[config.mk]
export PLATFORM = sky130hd
export DESIGN_NAME = frame_downscaler
export DESIGN_NICKNAME = d
export VERILOG_FILES = /design/src/rtl/ov7670_pkg.sv /design/src/rtl/ds_addr_gen.sv /design/src/rtl/frame_downscaler.sv
export SDC_FILE = /design/constraint.sdc
export NUM_CORES = 1
export LEC_CHECK = 0
export BUFFER_PORTS_ARGS = -buffer_cell sky130_fd_sc_hd__buf_4
export CORE_ASPECT_RATIO = 0.9
export CORE_MARGIN = 1
export CORE_UTILIZATION = 50
export DETAILED_ROUTE_END_ITERATION = 6
export HOLD_SLACK_MARGIN = 0.08
export PLACE_DENSITY = 0.69
export SETUP_SLACK_MARGIN = 0.2
export SLEW_MARGIN = 5
export SYNTH_ARGS = -nofsm -noshare
export SYNTH_HDL_FRONTEND = slang
export SYNTH_SLANG_ARGS = --single-unit
[constraint.sdc]
create_clock -name clk25 -period 4.3 [get_ports clk25]
set_input_delay 0.43 -clock clk25 [delete_from_list [all_inputs] [get_ports clk25]]
set_output_delay 0.43 -clock clk25 [all_outputs]
set_load 0.1 [all_outputs]
[src/rtl/ov7670_pkg.sv]
// Shared types and geometry for the frame downscaler and the inference core.
// DOWNSCALE_INVERT_EN selects inverted output polarity.
package ov7670_pkg;

  typedef enum logic [2:0] {IDLE, READ, DRAIN, WRITE, DONE} ds_state_t;

  localparam int SRC_ADDR_W = 19;
  localparam int OUT_ADDR_W = 10;
  localparam int PIX_W      = 8;

  localparam int DEF_SRC_W    = 640;
  localparam int DEF_SRC_H    = 480;
  localparam int DEF_BLK_LOG2 = 4;
  localparam int DEF_OUT_W    = 28;
  localparam int DEF_OUT_H    = 28;
  localparam int DEF_X0       = 96;
  localparam int DEF_Y0       = 16;
  localparam int DEF_RD_LAT   = 1;

  // Dark-on-light camera digits become light-on-dark when inversion is enabled.
  function automatic logic [PIX_W-1:0] ds_polarity(input logic [PIX_W-1:0] avg);
`ifdef DOWNSCALE_INVERT_EN
    return ~avg;
`else
    return avg;
`endif
  endfunction

endpackage

[src/rtl/ds_addr_gen.sv]
// Block/pixel counters and incremental source address for the frame downscaler.
module ds_addr_gen import ov7670_pkg::*; #(
  parameter int SRC_W    = DEF_SRC_W,
  parameter int BLK_LOG2 = DEF_BLK_LOG2,
  parameter int OUT_W    = DEF_OUT_W,
  parameter int OUT_H    = DEF_OUT_H,
  parameter int X0       = DEF_X0,
  parameter int Y0       = DEF_Y0
) (
  input  logic                  clk,
  input  logic                  rst,
  input  logic                  init,
  input  logic                  step,
  input  logic                  next_pix,
  output logic [SRC_ADDR_W-1:0] addr,
  output logic [OUT_ADDR_W-1:0] pix_idx,
  output logic                  last_sample,
  output logic                  last_pixel
);

  localparam int BLK = 1 << BLK_LOG2;
  localparam logic [SRC_ADDR_W-1:0] BASE0    = SRC_ADDR_W'(Y0 * SRC_W + X0);
  localparam logic [SRC_ADDR_W-1:0] ROW_ADV  = SRC_ADDR_W'(SRC_W - (BLK - 1));
  localparam logic [SRC_ADDR_W-1:0] BLK_ADV  = SRC_ADDR_W'(BLK);
  localparam logic [SRC_ADDR_W-1:0] BAND_ADV = SRC_ADDR_W'(BLK * SRC_W - (OUT_W - 1) * BLK);

  logic [BLK_LOG2-1:0]   bx, by;
  logic [OUT_ADDR_W-1:0] ox, oy;
  logic [SRC_ADDR_W-1:0] pix_base, nxt_base;
  logic                  last_col;

  assign last_col    = (ox == OUT_ADDR_W'(OUT_W - 1));
  assign last_sample = (&bx) && (&by);
  assign last_pixel  = last_col && (oy == OUT_ADDR_W'(OUT_H - 1));

  always_comb begin
    nxt_base = pix_base + BLK_ADV;
    if (last_col) nxt_base = pix_base + BAND_ADV;
  end

  always_ff @(posedge clk) begin
    if (rst) begin
      bx       <= '0;
      by       <= '0;
      ox       <= '0;
      oy       <= '0;
      pix_idx  <= '0;
      pix_base <= '0;
      addr     <= '0;
    end else if (init) begin
      bx       <= '0;
      by       <= '0;
      ox       <= '0;
      oy       <= '0;
      pix_idx  <= '0;
      pix_base <= BASE0;
      addr     <= BASE0;
    end else if (next_pix) begin
      bx       <= '0;
      by       <= '0;
      pix_idx  <= pix_idx + 1'b1;
      pix_base <= nxt_base;
      addr     <= nxt_base;
      if (last_col) begin
        ox <= '0;
        oy <= oy + 1'b1;
      end else begin
        ox <= ox + 1'b1;
      end
    end else if (step) begin
      // Row step inside a block: jump from column 15 back to column 0 of the next row.
      if (&bx) begin
        bx   <= '0;
        by   <= by + 1'b1;
        addr <= addr + ROW_ADV;
      end else begin
        bx   <= bx + 1'b1;
        addr <= addr + 1'b1;
      end
    end
  end

endmodule

[src/rtl/frame_downscaler.sv]
// Box-averages a centred crop of the captured luma frame into the LeNet input RAM.
// DOWNSCALE_INVERT_EN selects dout = 255 - average.
module frame_downscaler import ov7670_pkg::*; #(
  parameter int SRC_W    = DEF_SRC_W,
  parameter int SRC_H    = DEF_SRC_H,
  parameter int BLK_LOG2 = DEF_BLK_LOG2,
  parameter int OUT_W    = DEF_OUT_W,
  parameter int OUT_H    = DEF_OUT_H,
  parameter int X0       = DEF_X0,
  parameter int Y0       = DEF_Y0,
  parameter int RD_LAT   = DEF_RD_LAT
) (
  input  logic                  clk25,
  input  logic                  rst,
  input  logic                  start,
  output logic                  busy,
  output logic                  done,
  output logic [SRC_ADDR_W-1:0] addr_src,
  input  logic [PIX_W-1:0]      din,
  output logic [OUT_ADDR_W-1:0] addr_out,
  output logic [PIX_W-1:0]      dout,
  output logic                  we
);

  localparam int SH    = 2 * BLK_LOG2;
  localparam int ACC_W = PIX_W + SH;
  localparam logic [ACC_W-1:0] HALF = ACC_W'(2 ** (SH - 1));

  if (X0 + OUT_W * (1 << BLK_LOG2) > SRC_W) begin : g_bad_x
    $fatal(1, "frame_downscaler: crop exceeds SRC_W");
  end
  if (Y0 + OUT_H * (1 << BLK_LOG2) > SRC_H) begin : g_bad_y
    $fatal(1, "frame_downscaler: crop exceeds SRC_H");
  end
  if (RD_LAT < 1 || RD_LAT > 2) begin : g_bad_lat
    $fatal(1, "frame_downscaler: RD_LAT must be 1 or 2");
  end
  if (OUT_W * OUT_H > 1024) begin : g_bad_out
    $fatal(1, "frame_downscaler: output exceeds result RAM");
  end

  ds_state_t             state;
  logic [ACC_W-1:0]      acc, acc_nxt, rnd;
  logic [PIX_W-1:0]      avg;
  logic [RD_LAT-1:0]     vld;
  logic [1:0]            drn;
  logic                  init, step, next_pix, last_sample, last_pixel;
  logic [OUT_ADDR_W-1:0] pix_idx;

  assign init     = (state == IDLE) && start;
  assign step     = (state == READ) && !last_sample;
  assign next_pix = (state == WRITE) && !last_pixel;

  ds_addr_gen #(
    .SRC_W   (SRC_W),
    .BLK_LOG2(BLK_LOG2),
    .OUT_W   (OUT_W),
    .OUT_H   (OUT_H),
    .X0      (X0),
    .Y0      (Y0)
  ) u_addr_gen (
    .clk        (clk25),
    .rst        (rst),
    .init       (init),
    .step       (step),
    .next_pix   (next_pix),
    .addr       (addr_src),
    .pix_idx    (pix_idx),
    .last_sample(last_sample),
    .last_pixel (last_pixel)
  );

  // The final sample lands on the same edge that enters WRITE, so round from acc_nxt.
  always_comb begin
    acc_nxt = acc;
    if (vld[RD_LAT-1]) acc_nxt = acc + ACC_W'(din);
    rnd = acc_nxt + HALF;
    avg = PIX_W'(rnd >> SH);
  end

  always_ff @(posedge clk25) begin
    if (rst) begin
      state    <= IDLE;
      busy     <= 1'b0;
      done     <= 1'b0;
      we       <= 1'b0;
      addr_out <= '0;
      dout     <= '0;
      acc      <= '0;
      vld      <= '0;
      drn      <= '0;
    end else begin
      vld[0] <= (state == READ);
      for (int unsigned i = 1; i < RD_LAT; i++) vld[i] <= vld[i-1];
      acc  <= acc_nxt;
      we   <= 1'b0;
      done <= 1'b0;
      case (state)
        IDLE: begin
          acc <= '0;
          if (start) begin
            state <= READ;
            busy  <= 1'b1;
          end
        end
        READ: begin
          if (last_sample) begin
            state <= DRAIN;
            drn   <= '0;
          end
        end
        DRAIN: begin
          drn <= drn + 1'b1;
          if (drn == 2'(RD_LAT - 1)) begin
            state    <= WRITE;
            we       <= 1'b1;
            addr_out <= pix_idx;
            dout     <= ds_polarity(avg);
            acc      <= '0;
          end
        end
        WRITE: begin
          if (last_pixel) begin
            state <= DONE;
            done  <= 1'b1;
          end else begin
            state <= READ;
          end
        end
        DONE: begin
          state <= IDLE;
          busy  <= 1'b0;
        end
        default: state <= IDLE;
      endcase
    end
  end

endmodule

==> Word level (Yosys, flattened, before mapping) <==
Index checks and enable logic that the tools add are counted.
{ "word_totals": {"word_cells": 90, "reg_bits": 119, "inputBits": 11, "output_inout_bits": 40} }
{ "op_classes": {"addsub": 12, "bitwise": 2, "n_mux": 23, "reduce_logical": 26, "eq_ne": 9} }
{ "op_table": {"columns": ["cell", "count"], "rows": [
  ["$mux 19", 4],
  ["$mux 14", 3],
  ["$mux 16", 2],
  ["$pmux 16 s2", 1],
  ["$add 10x1->10 const B", 3],
  ["$eq 10x5->1 const B", 2],
  ["$add 19x1->19 const B", 1],
  ["$add 19x10->19 const B", 1],
  ["$add 19x14->19 const B", 1],
  ["$add 19x5->19 const B", 1],
  ["$add 16x8->16", 1],
  ["$add 16x8->16 const B", 1],
  ["$mux 3", 4],
  ["$pmux 3 s4", 1],
  ["$mux 10", 1],
  ["$add 4x1->4 const B", 2],
  ["$reduce_and 2->1", 4],
  ["$reduce_and 4->1", 2],
  ["$reduce_bool 2->1", 4],
  ["$eq 3x2->1 const B", 2],
  ["$ne 2x2->1 const B", 3],
  ["$reduce_or 2->1", 3],
  ["$logic_and 1x1->1", 5],
  ["$reduce_and 5->1", 1],
  ["other kinds (15)", 19]
]} }

==> Depth between registers and ports, before layout <==
Gate-level depths: netlist of the first run.
{ "depth": {"ltp_word": 7, "depth_mapped": 12, "mapped_depth_nobuf": 12} }

==> Hierarchy <==
Synthesis of the first run repeated with hierarchy kept, for this count alone.
{ "hier_totals": {"hier_cells": 698, "area_unflattened_um2": 5895.7} }
{ "by_module_without_submodules": {"columns": ["mod", "seq_area_each_um2", "area_each_um2", "cells_each", "instances"], "rows": [
  ["ds_addr_gen", 1441.4, 3699.8, 447, 1],
  ["frame_downscaler", 860.8, 2195.9, 251, 1]
]} }

==> Worst setup path after synthesis of the first run <==
Ideal clock, no wire load.
{ "synth_path": {"kind": "input to register", "start": "input port din[0]", "end": "register dout[7]", "setup_time_ps": 119, "arrival_ps": 2940, "n_path_buf": 0, "setup_slack_ps": 1242, "required_time_ps": 4181, "stages": 12, "path_cell_list": "ha_1 fa_1 a211oi_2 o211ai_2 nand3_1 xor2_1 inv_1 ha_1 o221a_4 nand3_2 or4_1 a32o_1"} }
{ "synth_between": {"elab_chain_cells": 3} }
{ "synth_rtl": {"columns": ["item", "line", "rtl"], "rows": [
  ["from (decl)", "frame_downscaler.sv:19", "input logic [PIX_W-1:0] din,"],
  ["$add 16x8->16", "frame_downscaler.sv:76", "if (vld[RD_LAT-1]) acc_nxt = acc + ACC_W'(din);"],
  ["$mux 16", "frame_downscaler.sv:76", null],
  ["$add 16x8->16", "frame_downscaler.sv:77", "rnd = acc_nxt + HALF;"],
  ["to (signal assigned)", "frame_downscaler.sv:118", "dout <= ds_polarity(avg);"],
  ["to (decl)", "frame_downscaler.sv:21", "output logic [PIX_W-1:0] dout,"]
]} }
No other way between the ends.
A chain may end at the register's enable or synchronous reset.

==> Worst setup path in the final report of the first run <==
{ "layout_path": {"start": "register acc[2]", "end": "register dout[7]"} }
{ "layout_between": {"elab_chain_cells": 3} }
{ "layout_rtl": {"columns": ["item", "line", "rtl"], "rows": [
  ["from (decl)", "frame_downscaler.sv:43", "logic [ACC_W-1:0] acc, acc_nxt, rnd;"],
  ["from (signal assigned)", "frame_downscaler.sv:95", "acc <= acc_nxt;"],
  ["$add 16x8->16", "frame_downscaler.sv:76", null],
  ["$mux 16 (*)", "frame_downscaler.sv:76", null],
  ["$add 16x8->16 (*)", "frame_downscaler.sv:77", null]
]} }
Every way passes the cells marked *; elsewhere a longest branch is shown, timed or not.

==> results of run 1 <==
==> how the worst max path moves through the flow <==
stage | startpoint | slack [ns] | depth (start not counted) | end
floorplan | din[0] | 1.24 | 12 | dout[7]
detailed placement | din[0] | 0.84 | 13 | dout[7]
CTS | u_addr_gen.ox[0] | 1.06 | 11 | u_addr_gen.addr[18]
global route | u_addr_gen.ox[0] | 0.80 | 11 | u_addr_gen.pix_base[18]
global placement | din[0] | 0.97 | 13 | dout[7]
finish | acc[2] | 1.05 | 11 | dout[7]
==> layout make-up <==
class | count | area [sq um]
fillers | 1022 | 4410
repair buffers | 56 | 420
clock inverters | 11 | 183
multi-input cells | 536 | 3410
clock buffers | 21 | 450
flip-flops and latches | 115 | 2300
inverters | 16 | 60.1
well taps | 156 | 195
==> cell families after synthesis <==
group                    share of synthesized area
multiplexers                                0.0153
XOR/XNOR                                     0.113
buffers and inverters                       0.0275
flip-flops                                   0.392
AND/OR/NAND/NOR                              0.245
adder cells (fa/ha/maj)                     0.0567
AO/OA/AOI/OAI                                0.151
==> power groups by stage <==
stage	clock [mW]	sequential, mW	combinational, mW
6_report	1.52	1.10	0.167
5_1_grt	1.60	1.10	0.181
4_1_cts	1.54	1.10	0.167
3_5_place_dp	0	1.12	0.166
3_3_place_gp	0	1.12	0.162
2_1_floorplan	0	1.16	0.0867
==> sequential cells by signal (all words and copies together) (netlist names) <==
signal and cells:
drn 2, u_addr_gen.oy 10, u_addr_gen.addr 19, we 1, u_addr_gen.pix_idx 10, u_addr_gen.ox 10
u_addr_gen.pix_base 15, vld 1, u_addr_gen.bx 4, dout 8, acc 16, state 3
done 1, u_addr_gen.by 4, busy 1, addr_out 10
==> layout by cell type (no fill, tap or decap), types with 5 or more instances in the layout <==
cell type / instances
mux2i_1: 9
dfxtp_1: 115
xnor2_1: 36
buf_4: 56
o22ai_1: 6
nor2b_1: 6
clkbuf_16: 17
o21ai_0: 26
ha_1: 25
nor2_1: 102
or3_1: 11
xor2_1: 38
nand4_1: 11
inv_1: 16
a21oi_1: 51
clkinv_2: 5
a21o_1: 5
a31oi_1: 7
nor3_1: 18
nand3_1: 18
a211oi_1: 6
nand2_1: 76
bufinv_16: 5
and3_1: 11
o211ai_1: 7
==> routing by layer <==
metal	vias to the layer above	track usage	part of all wire
met4	0	0.0668	0.012
li1	2531	-	-
met5	-	0	0
met1	2340	0.296	0.47
met3	13	0.0574	0.046
met2	112	0.369	0.47
==> critical path: stages (launching register included) <==
cell and delay (ns):
dfxtp_1 0.31, ha_1 0.40, o211ai_1 0.15, o21ai_0 0.47
nor4b_1 0.31, nor3_1 0.16, inv_1 0.09, ha_1 0.19
o221a_4 0.20, nand3_2 0.10, or4_1 0.52, a32o_1 0.26
==> metrics by stage <==
stage	hold slack (ns)	instance area (sq um)	util	cells
finish	0.356	7020	0.614	911
global route	0.367	7020	0.614	911
CTS	0.347	7020	0.614	911
detailed placement	0.449	6390	0.559	879
global placement	0.444	6390	0.559	879
floorplan	0.441	5870	-	692
==> impl_metrics.env, run 1 <==
export IMPL_hp_start="start"
export IMPL_switching_share=0.221
export IMPL_worst_path_max_fanout=5
export IMPL_cts_tree="yes"
export IMPL_dr_first_iter_drc_count=298
export IMPL_root_buffer="clkbuf_16"
export IMPL_hpwl_mm=8.88
export IMPL_syn_area_sq_um=5870
export IMPL_worstSetupEndpointType="flop"
export IMPL_ir_drop_mv=0.279
export IMPL_yosysSeqAreaShare=0.392
export IMPL_ctsResizeCount=0
export IMPL_cts_buffer_depth=2
export IMPL_finClkSkew_ns=0.00890
export IMPL_row_count=37
export IMPL_yosysMostFrequentCell="dfxtp_1"
export IMPL_power_switching_mw=0.613
export IMPL_setup_ws_ns=1.05
export IMPL_antenna_cells=0
export IMPL_ys_seq_elements=115
export IMPL_start_util=0.514
export IMPL_critical_path_class="reg2reg"
export IMPL_drv_cap=0
export IMPL_synth_edff_count=0
export IMPL_io_pins=51
export IMPL_synth_common_cells="dfxtp_1, nor2_1, nand2_1"
export IMPL_ys_warn_count=0
export IMPL_worst_pin_slew_ns=0.700
export IMPL_seqPwrFrac=0.394
export IMPL_r2r_end="dout[7]"
export IMPL_worstPathArrival_ns=3.55
export IMPL_die_h_um=105
export IMPL_power_leakage_nw=2.70
export IMPL_min_period_over_period=0.756
export IMPL_vias=4996
export IMPL_core_area_sq_um=11400
export IMPL_synth_area_leaders="dfxtp_1, nor2_1, xor2_1"
export IMPL_setup_tns_ns=0
export IMPL_place_congestion=0.871
export IMPL_area_delta_synth_final_pct=19.5
export IMPL_cts_sinks=115
export IMPL_worstHoldEndpoint="busy"
export IMPL_synth_nets=729
export IMPL_wl_mm=12.8
export IMPL_relSlewSlack=0.533
export IMPL_netlist_instances=692
export IMPL_total_power_mw=2.78
export IMPL_fp_dieArea_sq_um=12200
export IMPL_avgSynthCellArea_sq_um=8.49
export IMPL_antenna_left=0
export IMPL_dr_pass1_iters=5
export IMPL_max_freq_ghz=0.307
export IMPL_r2r_slack_ns=1.05
export IMPL_post_place_ws_ns=0.845
export IMPL_synth_cell_type_count=69
export IMPL_start_kind="flop"
export IMPL_clock_latency_ns=0.41
export IMPL_wire_per_inst_um=14.0
export IMPL_die_w_um=116
export IMPL_synth_ff_type="dfxtp_1"
export IMPL_async_flop_share=0
export IMPL_required_ns=4.60
export IMPL_reg2reg_from="acc[2]"
export IMPL_holdPathStages=3
export IMPL_grt_pass1_wl_mm=22.1
export IMPL_antenna_found_initial=0
export IMPL_portBuffers=50
export IMPL_rr_worst_depth=11
export IMPL_vias_per_cell=5.48
export IMPL_nets=779
export IMPL_comb_power_share=0.060
export IMPL_postCtsHoldBufs=0
export IMPL_yosys_area_top_type="dfxtp_1"
export IMPL_cellPowerDensity_nw_per_um2=396
export IMPL_min_path_type="in2reg"
export IMPL_gr_total_overflow=0
export IMPL_p_int_mw=2.17
export IMPL_grt_pass1_vias=4802
export IMPL_numCtsBuffers=17
export IMPL_rsz0062_at_grt="no"
export IMPL_drive_gt1_frac=0.143
export IMPL_setup_violations=0
export IMPL_p_clk_frac=0.546
export IMPL_grt_max_degree=39
export IMPL_cts_setup_buffers=0
export IMPL_track_usage=0.228
export IMPL_slew_viol_final=0
export IMPL_status="finished clean"
export IMPL_drc=0
export IMPL_htreeDepth=4
export IMPL_finalHoldViolations=0
export IMPL_path_clk_slew_ns=0.06
export IMPL_period_minus_slack_ns=3.25
export IMPL_netlist_area_leader_share=0.392
(Power assumes the default switching activity.)
==> inputs of run 2 (changes only) <==
--- a/config.mk
+++ b/config.mk
@@ -11,7 +11,7 @@
 export CORE_UTILIZATION = 50
 export DETAILED_ROUTE_END_ITERATION = 6
 export HOLD_SLACK_MARGIN = 0.08
-export PLACE_DENSITY = 0.69
+export PLACE_DENSITY = 0.71
 export SETUP_SLACK_MARGIN = 0.2
 export SLEW_MARGIN = 5
 export SYNTH_ARGS = -nofsm -noshare
==> constraint.sdc (replaced) <==
create_clock -name clk25 -period 2.95 [get_ports clk25]
set_input_delay 0.295 -clock clk25 [delete_from_list [all_inputs] [get_ports clk25]]
set_output_delay 0.295 -clock clk25 [all_outputs]
set_load 0.1 [all_outputs]
==> run 2 against run 1 <==
- global-route usage rose by 0.081 points
- register-to-register slack got worse by 0.91 ns
- routed wire length rose by 4.0%
- clock skew fell by 0.0042 ns
- flip-flop and latch count did not move
- count of clock-buffer cells in the layout rose by 5
- via count rose by 3.2%
- utilization rose by 2.7 points
==> impl_metrics.env, run 2 (same netlist as run 1, synthesis figures left out) <==
export IMPL_status="finished clean"
export IMPL_met1_usage=0.294
export IMPL_dpl_cell_area_sq_um=6550
export IMPL_final_cells=940
export IMPL_largest_reg_flops=19
export IMPL_dr_pass1_iters=4
export IMPL_relSlewSlack=0.631
export IMPL_switching_share=0.222
export IMPL_final_area_sq_um=7330
export IMPL_htreeDepth=4
export IMPL_min_period_over_period=0.955
export IMPL_grt_pass1_wl_mm=22.2
export IMPL_worst_path_max_fanout=3
export IMPL_path_clk_slew_ns=0.05
export IMPL_io_pins=51
export IMPL_wire_per_inst_um=14.1
export IMPL_area_delta_synth_final_pct=24.8
export IMPL_period_minus_slack_ns=2.82
export IMPL_required_ns=3.25
export IMPL_nets=810
export IMPL_ir_drop_mv=0.379
export IMPL_p_int_mw=3.02
export IMPL_die_h_um=105
export IMPL_numCtsBuffers=17
export IMPL_drv_cap=0
export IMPL_antenna_left=0
export IMPL_top_usage_layer="met2"
export IMPL_portBuffers=50
export IMPL_critical_path_class="reg2reg"
export IMPL_fp_dieArea_sq_um=12200
export IMPL_die_w_um=116
export IMPL_track_usage=0.229
export IMPL_vias_per_cell=5.49
export IMPL_min_path_type="in2reg"
export IMPL_vias=5158
export IMPL_grt_pass1_vias=4879
export IMPL_wl_mm=13.3
export IMPL_rsz0062_at_grt="yes"
export IMPL_clock_latency_ns=0.41
export IMPL_final_common_cell="dfxtp_1"
export IMPL_drive_gt1_frac=0.203
export IMPL_worstSetupEndpointType="flop"
export IMPL_finalHoldViolations=0
export IMPL_cellPowerDensity_nw_per_um2=529
export IMPL_start_kind="flop"
export IMPL_drc=0
export IMPL_grt_max_degree=39
export IMPL_worstPathArrival_ns=3.12
export IMPL_slew_viol_final=0
export IMPL_postCtsHoldBufs=0
export IMPL_gr_total_overflow=0
export IMPL_largestRegisters="u_addr_gen.addr (19), acc (16), u_addr_gen.pix_base (15)"
export IMPL_seqPwrFrac=0.411
export IMPL_place_congestion=0.883
export IMPL_finClkSkew_ns=0.00471
export IMPL_fin_util=0.641
export IMPL_comb_power_share=0.067
export IMPL_setup_violations=0
export IMPL_hpwl_mm=9.33
export IMPL_most_common_layout_cells="dfxtp_1, nor2_1, buf_4"
export IMPL_core_area_sq_um=11400
export IMPL_placed_cells=900
export IMPL_antenna_cells=0
export IMPL_max_freq_ghz=0.355
export IMPL_gr_usage_met2=0.369
export IMPL_root_buffer="clkbuf_16"
export IMPL_setup_tns_ns=0
export IMPL_power_leakage_nw=2.86
export IMPL_use_met3=0.0597
export IMPL_dr_first_iter_drc_count=342
export IMPL_cts_sinks=115
export IMPL_antenna_found_initial=0
export IMPL_cts_tree="yes"
export IMPL_largest_register="u_addr_gen.addr"
export IMPL_start_util=0.514
export IMPL_power_switching_mw=0.859
export IMPL_cts_buffer_depth=2
export IMPL_p_clk_frac=0.522
export IMPL_worst_pin_slew_ns=0.553
export IMPL_row_count=37
==> run 2: cell count changes in the layout (fill, tap and decap cells not counted), moves of 4 or more <==
cell      delta
buf_4       +31
clkbuf_8     +5
dfxtp_1      -4
o21ai_0      -4
==> run 2: final timing paths <==
kind / endpoint / slack (ns) / start / depth (start not counted)
max: dout[7] / 0.13 / acc[0] / 12
min: busy / 0.22 / start / 3
max reg2reg: dout[7] / 0.13 / acc[0] / 12
min reg2reg: addr_out[0] / 0.45 / addr_out[0] / 2
==> run 2: timing repair <==
action,CTS,global route
pin swaps,7,13
setup buffers,7,3
setup endpoints to repair,12,19
gates resized for setup,11,17
cloned,0,0
==> run 2: per-layer routing <==
metal | vias up | routed length (um) | share of wire
met5 | - | 0 | 0
met4 | 0 | 161 | 0.012
met3 | 15 | 509 | 0.038
met2 | 110 | 6420 | 0.48
met1 | 2437 | 6200 | 0.47
li1 | 2596 | - | -
==> run 2: worst max-delay path: stages, from the launching register on <==
cell and delay [ns]:
dfxtp_2 0.33, ha_4 0.16, fa_2 0.35, a211oi_2 0.25, o211ai_2 0.16, nand3_1 0.13, xor2_1 0.08, inv_1 0.07
ha_2 0.18, o221a_4 0.18, nand3_2 0.07, or4_1 0.51, a32o_1 0.23
==> run 2: power by group through the flow <==
stage	Combinational [mW]	Sequential, mW	Clock (mW)
floorplan	0.126	1.68	0
global placement	0.250	1.62	0
detailed placement	0.254	1.63	0
CTS	0.257	1.59	2.06
global route	0.279	1.60	2.13
finish	0.259	1.59	2.02
==> run 2: layout make-up <==
type / instances / area [sq um]
clock inverter: 4 / 70.1
clock buffer: 26 / 519
tap: 156 / 195
fill: 978 / 4110
timing repair buffer: 87 / 653
multi-input combinational: 536 / 3520
inverter: 16 / 60.1
sequential: 115 / 2310
==> run 2: per-stage QoR <==
stage	hold WS, ns	setup slack (ns)	power, mW
2_1_floorplan	0.441	0.0873	1.81
3_3_place_gp	0.442	0.0201	1.87
3_5_place_dp	0.449	-0.0369	1.88
4_1_cts	0.203	0.0755	3.91
5_1_grt	0.211	-0.0237	4.00
6_report	0.219	0.133	3.88
==> inputs of run 3 (changes only) <==
--- a/config.mk
+++ b/config.mk
@@ -11,7 +11,7 @@
 export CORE_UTILIZATION = 50
 export DETAILED_ROUTE_END_ITERATION = 6
 export HOLD_SLACK_MARGIN = 0.08
-export PLACE_DENSITY = 0.71
+export PLACE_DENSITY = 0.69
 export SETUP_SLACK_MARGIN = 0.2
 export SLEW_MARGIN = 5
 export SYNTH_ARGS = -nofsm -noshare
==> constraint.sdc (replaced) <==
create_clock -name clk25 -period 2.9 [get_ports clk25]
set_input_delay 0.29 -clock clk25 [delete_from_list [all_inputs] [get_ports clk25]]
set_output_delay 0.29 -clock clk25 [all_outputs]
set_load 0.1 [all_outputs]
==> run 3 against run 2 <==
- non-clock buffer count down 1
- utilization rose by 0.79 points
- via count about the same
- power rose by 3.6%
- routed wire length rose by 0.84%
- cell count grew 0.11%
- first-iteration DRC count decreased by 18%
- register-to-register slack got worse by 0.096 ns
- clock skew grew 0.0052 ns
==> impl_metrics.env, run 3 (same netlist as run 1, synthesis figures left out) <==
export IMPL_status="finished clean"
export IMPL_grt_max_degree=39
export IMPL_r2r_end="dout[7]"
export IMPL_min_period_over_period=0.987
export IMPL_die_w_um=116
export IMPL_drive_gt1_frac=0.214
export IMPL_r2r_slack_ns=0.04
export IMPL_worstPathArrival_ns=3.17
export IMPL_startpoint="acc[2]"
export IMPL_seqPwrFrac=0.404
export IMPL_nets=809
export IMPL_final_cells=941
export IMPL_placed_cells=902
export IMPL_core_area_sq_um=11400
export IMPL_place_congestion=0.915
export IMPL_finalHoldViolations=0
export IMPL_start_util=0.514
export IMPL_dr_first_iter_drc_count=279
export IMPL_io_pins=51
export IMPL_dr_pass1_iters=4
export IMPL_antenna_cells=0
export IMPL_postCtsHoldBufs=0
export IMPL_finClkSkew_ns=0.00995
export IMPL_track_usage=0.228
export IMPL_p_int_mw=3.10
export IMPL_relSlewSlack=0.618
export IMPL_portBuffers=50
export IMPL_required_ns=3.21
export IMPL_grt_pass1_vias=4849
export IMPL_worst_pin_slew_ns=0.572
export IMPL_power_switching_mw=0.918
export IMPL_die_h_um=105
export IMPL_drv_cap=0
export IMPL_rsz0062_at_grt="yes"
export IMPL_most_common_layout_cells="dfxtp_1, nor2_1, buf_4"
export IMPL_min_path_type="in2reg"
export IMPL_dpl_cell_area_sq_um=6610
export IMPL_area_delta_synth_final_pct=26.3
export IMPL_worst_path_max_fanout=5
export IMPL_root_buffer="clkbuf_16"
export IMPL_largest_reg_flops=19
export IMPL_path_clk_slew_ns=0.05
export IMPL_ir_drop_mv=0.408
export IMPL_max_freq_ghz=0.349
export IMPL_final_common_cell="dfxtp_1"
export IMPL_numCtsBuffers=17
export IMPL_cellPowerDensity_nw_per_um2=541
export IMPL_drc=0
export IMPL_rr_worst_depth=11
export IMPL_reg2reg_from="acc[2]"
export IMPL_row_count=37
export IMPL_cts_tree="yes"
export IMPL_setup_ws_ns=0.0372
export IMPL_p_clk_frac=0.528
export IMPL_switching_share=0.229
export IMPL_hp_start="start"
export IMPL_antenna_left=0
export IMPL_gr_total_overflow=0
export IMPL_htreeDepth=4
export IMPL_slew_viol_final=0
export IMPL_largestRegisters="u_addr_gen.addr (19), acc (16), u_addr_gen.pix_base (15)"
export IMPL_power_leakage_nw=2.87
export IMPL_vias_per_cell=5.48
export IMPL_grt_pass1_wl_mm=22.0
export IMPL_critical_path_class="reg2reg"
export IMPL_vias=5154
export IMPL_wl_mm=13.4
export IMPL_largest_register="u_addr_gen.addr"
export IMPL_holdPathStages=3
export IMPL_fp_dieArea_sq_um=12200
export IMPL_cts_buffer_depth=2
export IMPL_final_area_sq_um=7420
export IMPL_comb_power_share=0.068
export IMPL_setup_violations=0
export IMPL_wire_per_inst_um=14.2
export IMPL_total_power_mw=4.02
export IMPL_clock_latency_ns=0.42
export IMPL_cts_sinks=115
export IMPL_worstSetupEndpointType="flop"
export IMPL_antenna_found_initial=0
export IMPL_worstHoldEndpoint="busy"
export IMPL_post_place_ws_ns=-0.0965
export IMPL_start_kind="flop"
export IMPL_hpwl_mm=9.28
export IMPL_period_minus_slack_ns=2.86
==> run 3: changes by cell type in the layout (fill, tap and decap cells not counted), sizes merged <==
| cell | change |
|---|---|
| buf | -1 |
| bufinv | +1 |
| clkinvlp | +2 |
| clkinv | +3 |
| clkbuf | -4 |
==> run 3: layer usage <==
metal  track usage  wire length, um
met5             0                0
met4        0.0806              148
met3        0.0563              532
met2         0.376             6450
met1         0.284             6270
==> run 3: final cells by class <==
type                    count  area (sq um)
well taps                 156           195
repair buffers             86           662
multi-input cells         536          3590
clock inverters            10           130
fillers                   965          4020
flip-flops and latches    115          2310
inverters                  16          60.1
clock buffers              22           474
==> run 3: per-stage QoR <==
step | hold WS, ns | TNS [ns] | utilization
detailed placement | 0.455 | -0.0965 | 0.578
finish | 0.221 | 0 | 0.649
global placement | 0.444 | -0.0194 | 0.578
global route | 0.238 | -0.115 | 0.649
floorplan | 0.441 | 0 | -
CTS | 0.206 | 0 | 0.634
==> run 3: timing repair <==
item,4_1_cts,5_1_grt
hold endpoints to repair,0,0
gates resized for setup,5,30
setup endpoints to repair,6,34
buffers inserted,2,5
pin swaps,6,8
==> run 3: power by group through the flow <==
stage | clock network, mW | logic [mW] | registers, mW
2_1_floorplan | 0 | 0.130 | 1.71
3_3_place_gp | 0 | 0.259 | 1.65
3_5_place_dp | 0 | 0.264 | 1.65
4_1_cts | 2.14 | 0.266 | 1.62
5_1_grt | 2.21 | 0.294 | 1.62
6_report | 2.12 | 0.273 | 1.62
==> run 3: worst max-delay path: stages, from the launching register on <==
cell and delay, ns:
dfxtp_1 0.31, ha_2 0.39, o211ai_1 0.14, o21ai_1 0.20, nor4b_1 0.30, nor3_1 0.11, inv_1 0.07, ha_2 0.18
o221a_4 0.19, nand3_4 0.08, or4_4 0.55, a32o_1 0.23
==> run 3: how the worst max path moves through the flow <==
| stage | endpoint | slack [ns] | depth (start not counted) |
|---|---|---|---|
| finish | dout[7] | 0.04 | 11 |
| global route | dout[7] | -0.12 | 11 |
| CTS | dout[7] | 0.09 | 12 |
| detailed placement | dout[7] | -0.1 | 13 |
| global placement | dout[7] | -0.02 | 13 |
| floorplan | dout[7] | 0.04 | 12 |
